<file path="config.mk">
export PLATFORM = sky130hd
export DESIGN_NAME = iir_ctrl
export DESIGN_NICKNAME = d
export VERILOG_FILES = /design/src/rtl/iir_pkg.sv /design/src/rtl/iir_ce_gen.sv /design/src/rtl/iir_ctrl.sv
export SDC_FILE = /design/constraint.sdc
export NUM_CORES = 1
export LEC_CHECK = 0
export ABC_AREA = 1
export CAP_MARGIN = 5
export CORE_AREA = 5 5 70 72
export CTS_CLUSTER_DIAMETER = 60
export DETAILED_ROUTE_END_ITERATION = 8
export DIE_AREA = 0 0 75 77
export PLACE_DENSITY_LB_ADDON = 0.3
export SLEW_MARGIN = 30
export SYNTH_ARGS = -nofsm -noshare
export SYNTH_HDL_FRONTEND = slang
export SYNTH_SLANG_ARGS = --single-unit
</file>
<file path="constraint.sdc">
create_clock -name clk -period 1.6 [get_ports clk]
set_input_delay 0.24 -clock clk [delete_from_list [all_inputs] [get_ports clk]]
set_output_delay 0.24 -clock clk [all_outputs]
set_load 0.05 [all_outputs]
</file>
<file path="src/rtl/iir_pkg.sv">
// +----------------------------------------------------------------------------+
// | iir_pkg : shared constants for the IIR cascade controller                  |
// | Holds the FSM state encoding, coefficient slot addresses and the default   |
// | coefficient width.                                                         |
// | Revision: 1.0                                                              |
// +----------------------------------------------------------------------------+
`default_nettype none

package iir_pkg;

    localparam int DEF_COEFF_W = 16;

    localparam logic [1:0] ST_CFG  = 2'd0;
    localparam logic [1:0] ST_IDLE = 2'd1;
    localparam logic [1:0] ST_RUN  = 2'd2;
    localparam logic [1:0] ST_END  = 2'd3;

    localparam logic [1:0] SLOT_A1 = 2'd0;
    localparam logic [1:0] SLOT_A2 = 2'd1;
    localparam logic [1:0] SLOT_B  = 2'd2;
    localparam logic [1:0] SLOT_K  = 2'd3;

endpackage

`default_nettype wire

</file>
<file path="src/rtl/iir_ce_gen.sv">
// +----------------------------------------------------------------------------+
// | iir_ce_gen : compute-enable window generator                               |
// | Produces a CE_LEN-cycle ce window after start, mult_sel in window cycle 1, |
// | and win_last flagging the final ce cycle.                                  |
// | Revision: 1.0                                                              |
// +----------------------------------------------------------------------------+
`default_nettype none

module iir_ce_gen #(
    parameter int CE_LEN = 3
) (
    input  logic clk,
    input  logic nrst,
    input  logic start,
    output logic ce,
    output logic mult_sel,
    output logic win_last
);

    logic       ce_q, ce_d;
    logic       mult_sel_q, mult_sel_d;
    logic [2:0] cnt_q, cnt_d;

    assign win_last = ce_q && (cnt_q == 3'(CE_LEN - 1));

    always_comb begin
        ce_d       = ce_q;
        cnt_d      = cnt_q;
        mult_sel_d = 1'b0;
        if (start) begin
            ce_d  = 1'b1;
            cnt_d = 3'd0;
        end else if (ce_q) begin
            if (win_last) begin
                ce_d  = 1'b0;
                cnt_d = 3'd0;
            end else begin
                cnt_d      = cnt_q + 3'd1;
                // registered, so raising it in cycle 0 lands it on cycle 1
                mult_sel_d = (cnt_q == 3'd0);
            end
        end
    end

    always_ff @(posedge clk or negedge nrst) begin
        if (!nrst) begin
            ce_q       <= 1'b0;
            cnt_q      <= 3'd0;
            mult_sel_q <= 1'b0;
        end else begin
            ce_q       <= ce_d;
            cnt_q      <= cnt_d;
            mult_sel_q <= mult_sel_d;
        end
    end

    assign ce       = ce_q;
    assign mult_sel = mult_sel_q;

endmodule

`default_nettype wire

</file>
<file path="src/rtl/iir_ctrl.sv">
// +----------------------------------------------------------------------------+
// | iir_ctrl : controller for a cascade of N_SECT second-order IIR sections    |
// | Loads coefficients, sequences compute windows, tracks pipeline fill and    |
// | dropped samples. Macro IIR_CTRL_OVR_CNT_EN enables the ovr_cnt counter.    |
// | Revision: 1.0                                                              |
// +----------------------------------------------------------------------------+
`default_nettype none

module iir_ctrl
    import iir_pkg::*;
#(
    parameter int N_SECT  = 4,
    parameter int COEFF_W = DEF_COEFF_W,
    parameter int CE_LEN  = 3
) (
    input  logic               clk,
    input  logic               nrst,
    input  logic               cfg_valid,
    input  logic [COEFF_W-1:0] cfg_data,
    output logic               cfg_ready,
    input  logic               cfg_start,
    input  logic               samp_valid,
    output logic               ce,
    output logic               mult_sel,
    output logic               c_we,
    output logic [1:0]         c_addr,
    output logic [COEFF_W-1:0] c_in,
    output logic [N_SECT-1:0]  c_sect,
    output logic               out_valid,
    output logic               overrun,
    output logic [7:0]         ovr_cnt
);

    localparam int N_WORDS = 4 * N_SECT;
    localparam int WORD_W  = $clog2(N_WORDS);
    localparam int FILL_W  = $clog2(N_SECT + 1);

    logic [1:0]         state_q, state_d;
    logic               cfg_ready_q, cfg_ready_d;
    logic [WORD_W-1:0]  word_q, word_d;
    logic [FILL_W-1:0]  fill_q, fill_d;
    logic               c_we_q, c_we_d;
    logic [1:0]         c_addr_q, c_addr_d;
    logic [COEFF_W-1:0] c_in_q, c_in_d;
    logic [N_SECT-1:0]  c_sect_q, c_sect_d;
    logic               out_valid_q, out_valid_d;
    logic               overrun_q, overrun_d;

    logic              hs;
    logic              start;
    logic              enter_cfg;
    logic              drop;
    logic              win_last;
    logic [N_SECT-1:0] sect_hit;

    assign hs = cfg_valid && cfg_ready_q;

    for (genvar s = 0; s < N_SECT; s++) begin : g_sect
        assign sect_hit[s] = ((32'(word_q) >> 2) == 32'(s));
    end

    iir_ce_gen #(
        .CE_LEN   (CE_LEN)
    ) u_ce_gen (
        .clk      (clk),
        .nrst     (nrst),
        .start    (start),
        .ce       (ce),
        .mult_sel (mult_sel),
        .win_last (win_last)
    );

    always_comb begin
        state_d     = state_q;
        word_d      = word_q;
        fill_d      = fill_q;
        out_valid_d = 1'b0;
        start       = 1'b0;
        enter_cfg   = 1'b0;
        drop        = 1'b0;
        case (state_q)
            ST_CFG: begin
                drop = samp_valid;
                if (hs) begin
                    if (word_q == WORD_W'(N_WORDS - 1)) begin
                        word_d  = '0;
                        state_d = ST_IDLE;
                    end else begin
                        word_d = word_q + 1'b1;
                    end
                end
            end
            ST_IDLE, ST_END: begin
                if (state_q == ST_END) begin
                    // fill is checked before this END's increment
                    out_valid_d = (fill_q >= FILL_W'(N_SECT - 1));
                    if (fill_q != FILL_W'(N_SECT)) fill_d = fill_q + 1'b1;
                end
                if (cfg_start) begin
                    state_d   = ST_CFG;
                    enter_cfg = 1'b1;
                end else if (samp_valid) begin
                    state_d = ST_RUN;
                    start   = 1'b1;
                end else begin
                    state_d = ST_IDLE;
                end
            end
            ST_RUN: begin
                drop = samp_valid;
                if (win_last) state_d = ST_END;
            end
            default: state_d = ST_CFG;
        endcase
        if (enter_cfg) begin
            fill_d = '0;
            word_d = '0;
        end
    end

    always_comb begin
        cfg_ready_d = (state_d == ST_CFG);
        c_we_d      = hs;
        c_sect_d    = hs ? sect_hit : '0;
        c_addr_d    = hs ? word_q[1:0] : c_addr_q;
        c_in_d      = hs ? cfg_data : c_in_q;
        overrun_d   = enter_cfg ? 1'b0 : (overrun_q || drop);
    end

    always_ff @(posedge clk or negedge nrst) begin
        if (!nrst) begin
            state_q     <= ST_CFG;
            cfg_ready_q <= 1'b0;
            word_q      <= '0;
            fill_q      <= '0;
            c_we_q      <= 1'b0;
            c_addr_q    <= 2'd0;
            c_in_q      <= '0;
            c_sect_q    <= '0;
            out_valid_q <= 1'b0;
            overrun_q   <= 1'b0;
        end else begin
            state_q     <= state_d;
            cfg_ready_q <= cfg_ready_d;
            word_q      <= word_d;
            fill_q      <= fill_d;
            c_we_q      <= c_we_d;
            c_addr_q    <= c_addr_d;
            c_in_q      <= c_in_d;
            c_sect_q    <= c_sect_d;
            out_valid_q <= out_valid_d;
            overrun_q   <= overrun_d;
        end
    end

`ifdef IIR_CTRL_OVR_CNT_EN
    logic [7:0] ovr_cnt_q, ovr_cnt_d;

    always_comb begin
        ovr_cnt_d = ovr_cnt_q;
        if (enter_cfg) begin
            ovr_cnt_d = 8'd0;
        end else if (drop && (ovr_cnt_q != 8'hFF)) begin
            ovr_cnt_d = ovr_cnt_q + 8'd1;
        end
    end

    always_ff @(posedge clk or negedge nrst) begin
        if (!nrst) begin
            ovr_cnt_q <= 8'd0;
        end else begin
            ovr_cnt_q <= ovr_cnt_d;
        end
    end

    assign ovr_cnt = ovr_cnt_q;
`else
    assign ovr_cnt = 8'd0;
`endif

    assign cfg_ready = cfg_ready_q;
    assign c_we      = c_we_q;
    assign c_addr    = c_addr_q;
    assign c_in      = c_in_q;
    assign c_sect    = c_sect_q;
    assign out_valid = out_valid_q;
    assign overrun   = overrun_q;

endmodule

`default_nettype wire
</file>
==> impl_results.md <==
- Internal power: 2.36 mW
- Number of global-route vias before repair: 1,430
- Clk pwr share: 18.9%
- Setup bufs post-CTS: 0
- Flop pwr share: 36.9%
- Crit-path max cell delay: 390 ps
- Power per Cell Area: 1790 nW/um^2
- Post-synth EDFFs: 0
- Adder-Cell Fraction of Synth Area: 4.73%
- Yosys warning total: 0
- Syn_area_per_cell: 8.82 sq um
- Synth Area in Compound Gates: 1.89%
- Most common cell after layout, fill and taps aside: nand2_1
- Fin crit period: 1220 ps
- DR vias/cell: 4.54
- Most frequent cells in the layout: 83 x nand2_1, 40 x dfrtp_1, 32 x buf_4, 19 x clkdlybuf4s50_1, 18 x nand3_1
- Antenna-violating nets left: 0
- Clock Sinks: 40
- Setup crit start kind: register
- Multiplexer share of the synthesized area: 0%
- Dpl hpwl: 2530 microns
- CP Capture Type: register
- Simple-gate share of the synthesized area: 29.1%
- Largest family of logic cells by synthesized area: simple AND/OR/NAND/NOR gates
- Outcome: complete, but fails checks
- Multi-input gate area: 691 sq um
- Crit-path max FO: 3
- Final hold vios: 9
- Die Height: 77 microns
- Fin crit share: 76.4%
- Net switching power: 1.91 mW
- Worst R2R Start: u_ce_gen.cnt_q[0]
- 1st-iter DRT viols: 40
- Async SR Flop Fraction: 100%
- Root cell of the clock tree: clkbuf_8
- Vias: 1,431
- Worst setup path startpoint: u_ce_gen.cnt_q[0]
- Top-level I/O count: 57
- RSZ-0062 raised after global routing: no
- Hold Slack: -4.20 ps
- Port bufs: 48
- Register area share after synthesis: 54.1%
- Die width: 75 microns
- Setup tns final: 0 ps
- Filler cell count: 387
- Htree depth: 2
- Tightest Hold Check Type: in2async
- CTS Hold Buffers Added: 0
- Post-synth cell types: 23
- Clk_skew: 7.61 ps
- CP required: 1840 ps
- Max Slew Vio Count: 0
- Initial Util: 43.7%
- ANT cells: 0
- R2r setup slk: 380 ps
- Area Growth Syn to Fin: 28.6%
- Post-CTS sizing: 0
- Largest net degree at the start of global routing: 41
- Final Util: 56.3%
- RD Place Congestion: 0.792
- Die area: 5780 sq um
- Mapped Cells: 210
- Fmax: 818 MHz
- Gate power share: 44.1%
- FF/Latch Area: 1000 sq um
- Power, Total: 4.27 mW
- Syn Std Cell Area: 1850 sq um
- Core ar.: 4230 sq um
- Final wirelength: 3520 microns
- DR WL/cell: 11.2 microns
- Xor/xnor share of the synthesized area: 0%
- Nets: 290
- CTS tree: done
- CP Capture Point: u_ce_gen.cnt_q[1]
- First-pass GRT wire length: 6180 microns
- Max Cap Viol: 0
- Overflow after GRT: 0
- Critical-path cell list: inv_1 > ha_1 > inv_1 > nor2_1 > nor2_1 > nand3_1 > nand2_1
- R2R depth: 7
- Final setup viols: 0
- Antenna violations before repair: 0
- Failing checks: negative hold slack
- Main synth FF type: dfrtp_1
- Register bit total from synthesis: 40
- Gr usage total: 13.5%
- FF-to-FF End: u_ce_gen.cnt_q[1]
- Arr. time, crit path: 1460 ps
- CTS buffer count: 5
- Sw Ratio: 44.8%
- Worst skew pair latency: 290 ps
- CP max-delay cell: dfrtp_1
- Leakage power: 1.29 nW
- CP Class: reg2reg
- Rows: 24
- Clock transition at path regs: 80 ps
- Layout cells sized above 1: 19.8%
- Pre-antenna DRT Iters: 4
- Remaining DRCs: 0
- Max Root-Sink Buffers: 2
- IR drop worst, VDD: 0.566 mV
how the worst min path moves through the flow:
stage	start	to	slack [ps]	depth (start not counted)
global route	nrst	state_q[0]	40	2
detailed placement	nrst	c_in[8]	330	2
floorplan	nrst	c_addr[0]	-60	0
CTS	nrst	word_q[2]	8	2
global placement	nrst	c_in[11]	330	2
finish	nrst	c_in[8]	-4	2
routing by layer:
layer | vias up | part of all wire [%] | GRT usage, %
met3 | 5 | 9.5 | 3.27
li1 | 736 | - | -
met4 | 0 | 1.1 | 5.34
met5 | - | 0 | 0
met2 | 39 | 46 | 22.0
met1 | 651 | 44 | 17.0
per-stage QoR:
stage	hold slack, ps	instance area, sq um	cells	worst slack, ps
floorplan	-55.6	1880	217	357
global placement	328	2270	307	290
detailed placement	330	2270	307	286
CTS	8.00	2380	315	385
global route	39.0	2380	315	222
finish	-4.20	2380	315	378
Yosys cell counts, types with 2 or more instances:
master / instances / area (sq um)
buf_4: 10 / 75.1
o21ai_0: 4 / 20.0
buf_6: 2 / 22.5
nand2_2: 2 / 12.5
ha_1: 7 / 87.6
nor2_2: 2 / 12.5
nand3_1: 18 / 90.1
nor3_1: 4 / 20.0
nand2_1: 83 / 312
nor2_1: 7 / 26.3
inv_1: 17 / 63.8
a21oi_1: 3 / 15.0
dfrtp_1: 40 / 1000
buf_2: 2 / 10.0
power by group through the flow:
stage	sequential [mW]	combinational [mW]	clock [mW]
floorplan	2.27	0.680	0
global placement	1.59	1.88	0
detailed placement	1.60	1.90	0
CTS	1.58	1.91	0.837
global route	1.63	2.05	0.874
finish	1.58	1.88	0.808
final cells by class:
class	instances	share of cell area, %
Timing Repair Buffer	52	18.3
Sequential cell	40	42.0
Inverter	20	3.31
Clock buffer	5	2.89
Clock inverter	3	1.79
Multi-Input combinational cell	143	29.0
Tap cell	52	2.73
cells by family (layout without fill, tap and decap cells):
family | count (synthesis) | after routing
flip-flops | 40 | 40
AND/OR/NAND/NOR | 121 | 121
adder cells (fa/ha/maj) | 7 | 7
AO/OA/AOI/OAI | 7 | 7
other | 1 | 8
buffers and inverters | 34 | 80
registers in the layout (all words and copies together), names as in the netlist:
register           cells
c_sect                 4
state_q                2
c_in                  16
c_we                   1
u_ce_gen.cnt_q         3
word_q                 4
out_valid              1
u_ce_gen.mult_sel      1
c_addr                 2
cfg_ready              1
u_ce_gen.ce            1
fill_q                 3
overrun                1
critical path: cells and delay by family, from the launching register on:
| kind | cells | cell delay [ps] |
|---|---|---|
| buffers and inverters | 2 | 150 |
| flip-flops | 1 | 390 |
| adder cells (fa/ha/maj) | 1 | 200 |
| AND/OR/NAND/NOR | 4 | 430 |
Note: power is estimated with default switching activity, not from simulation.
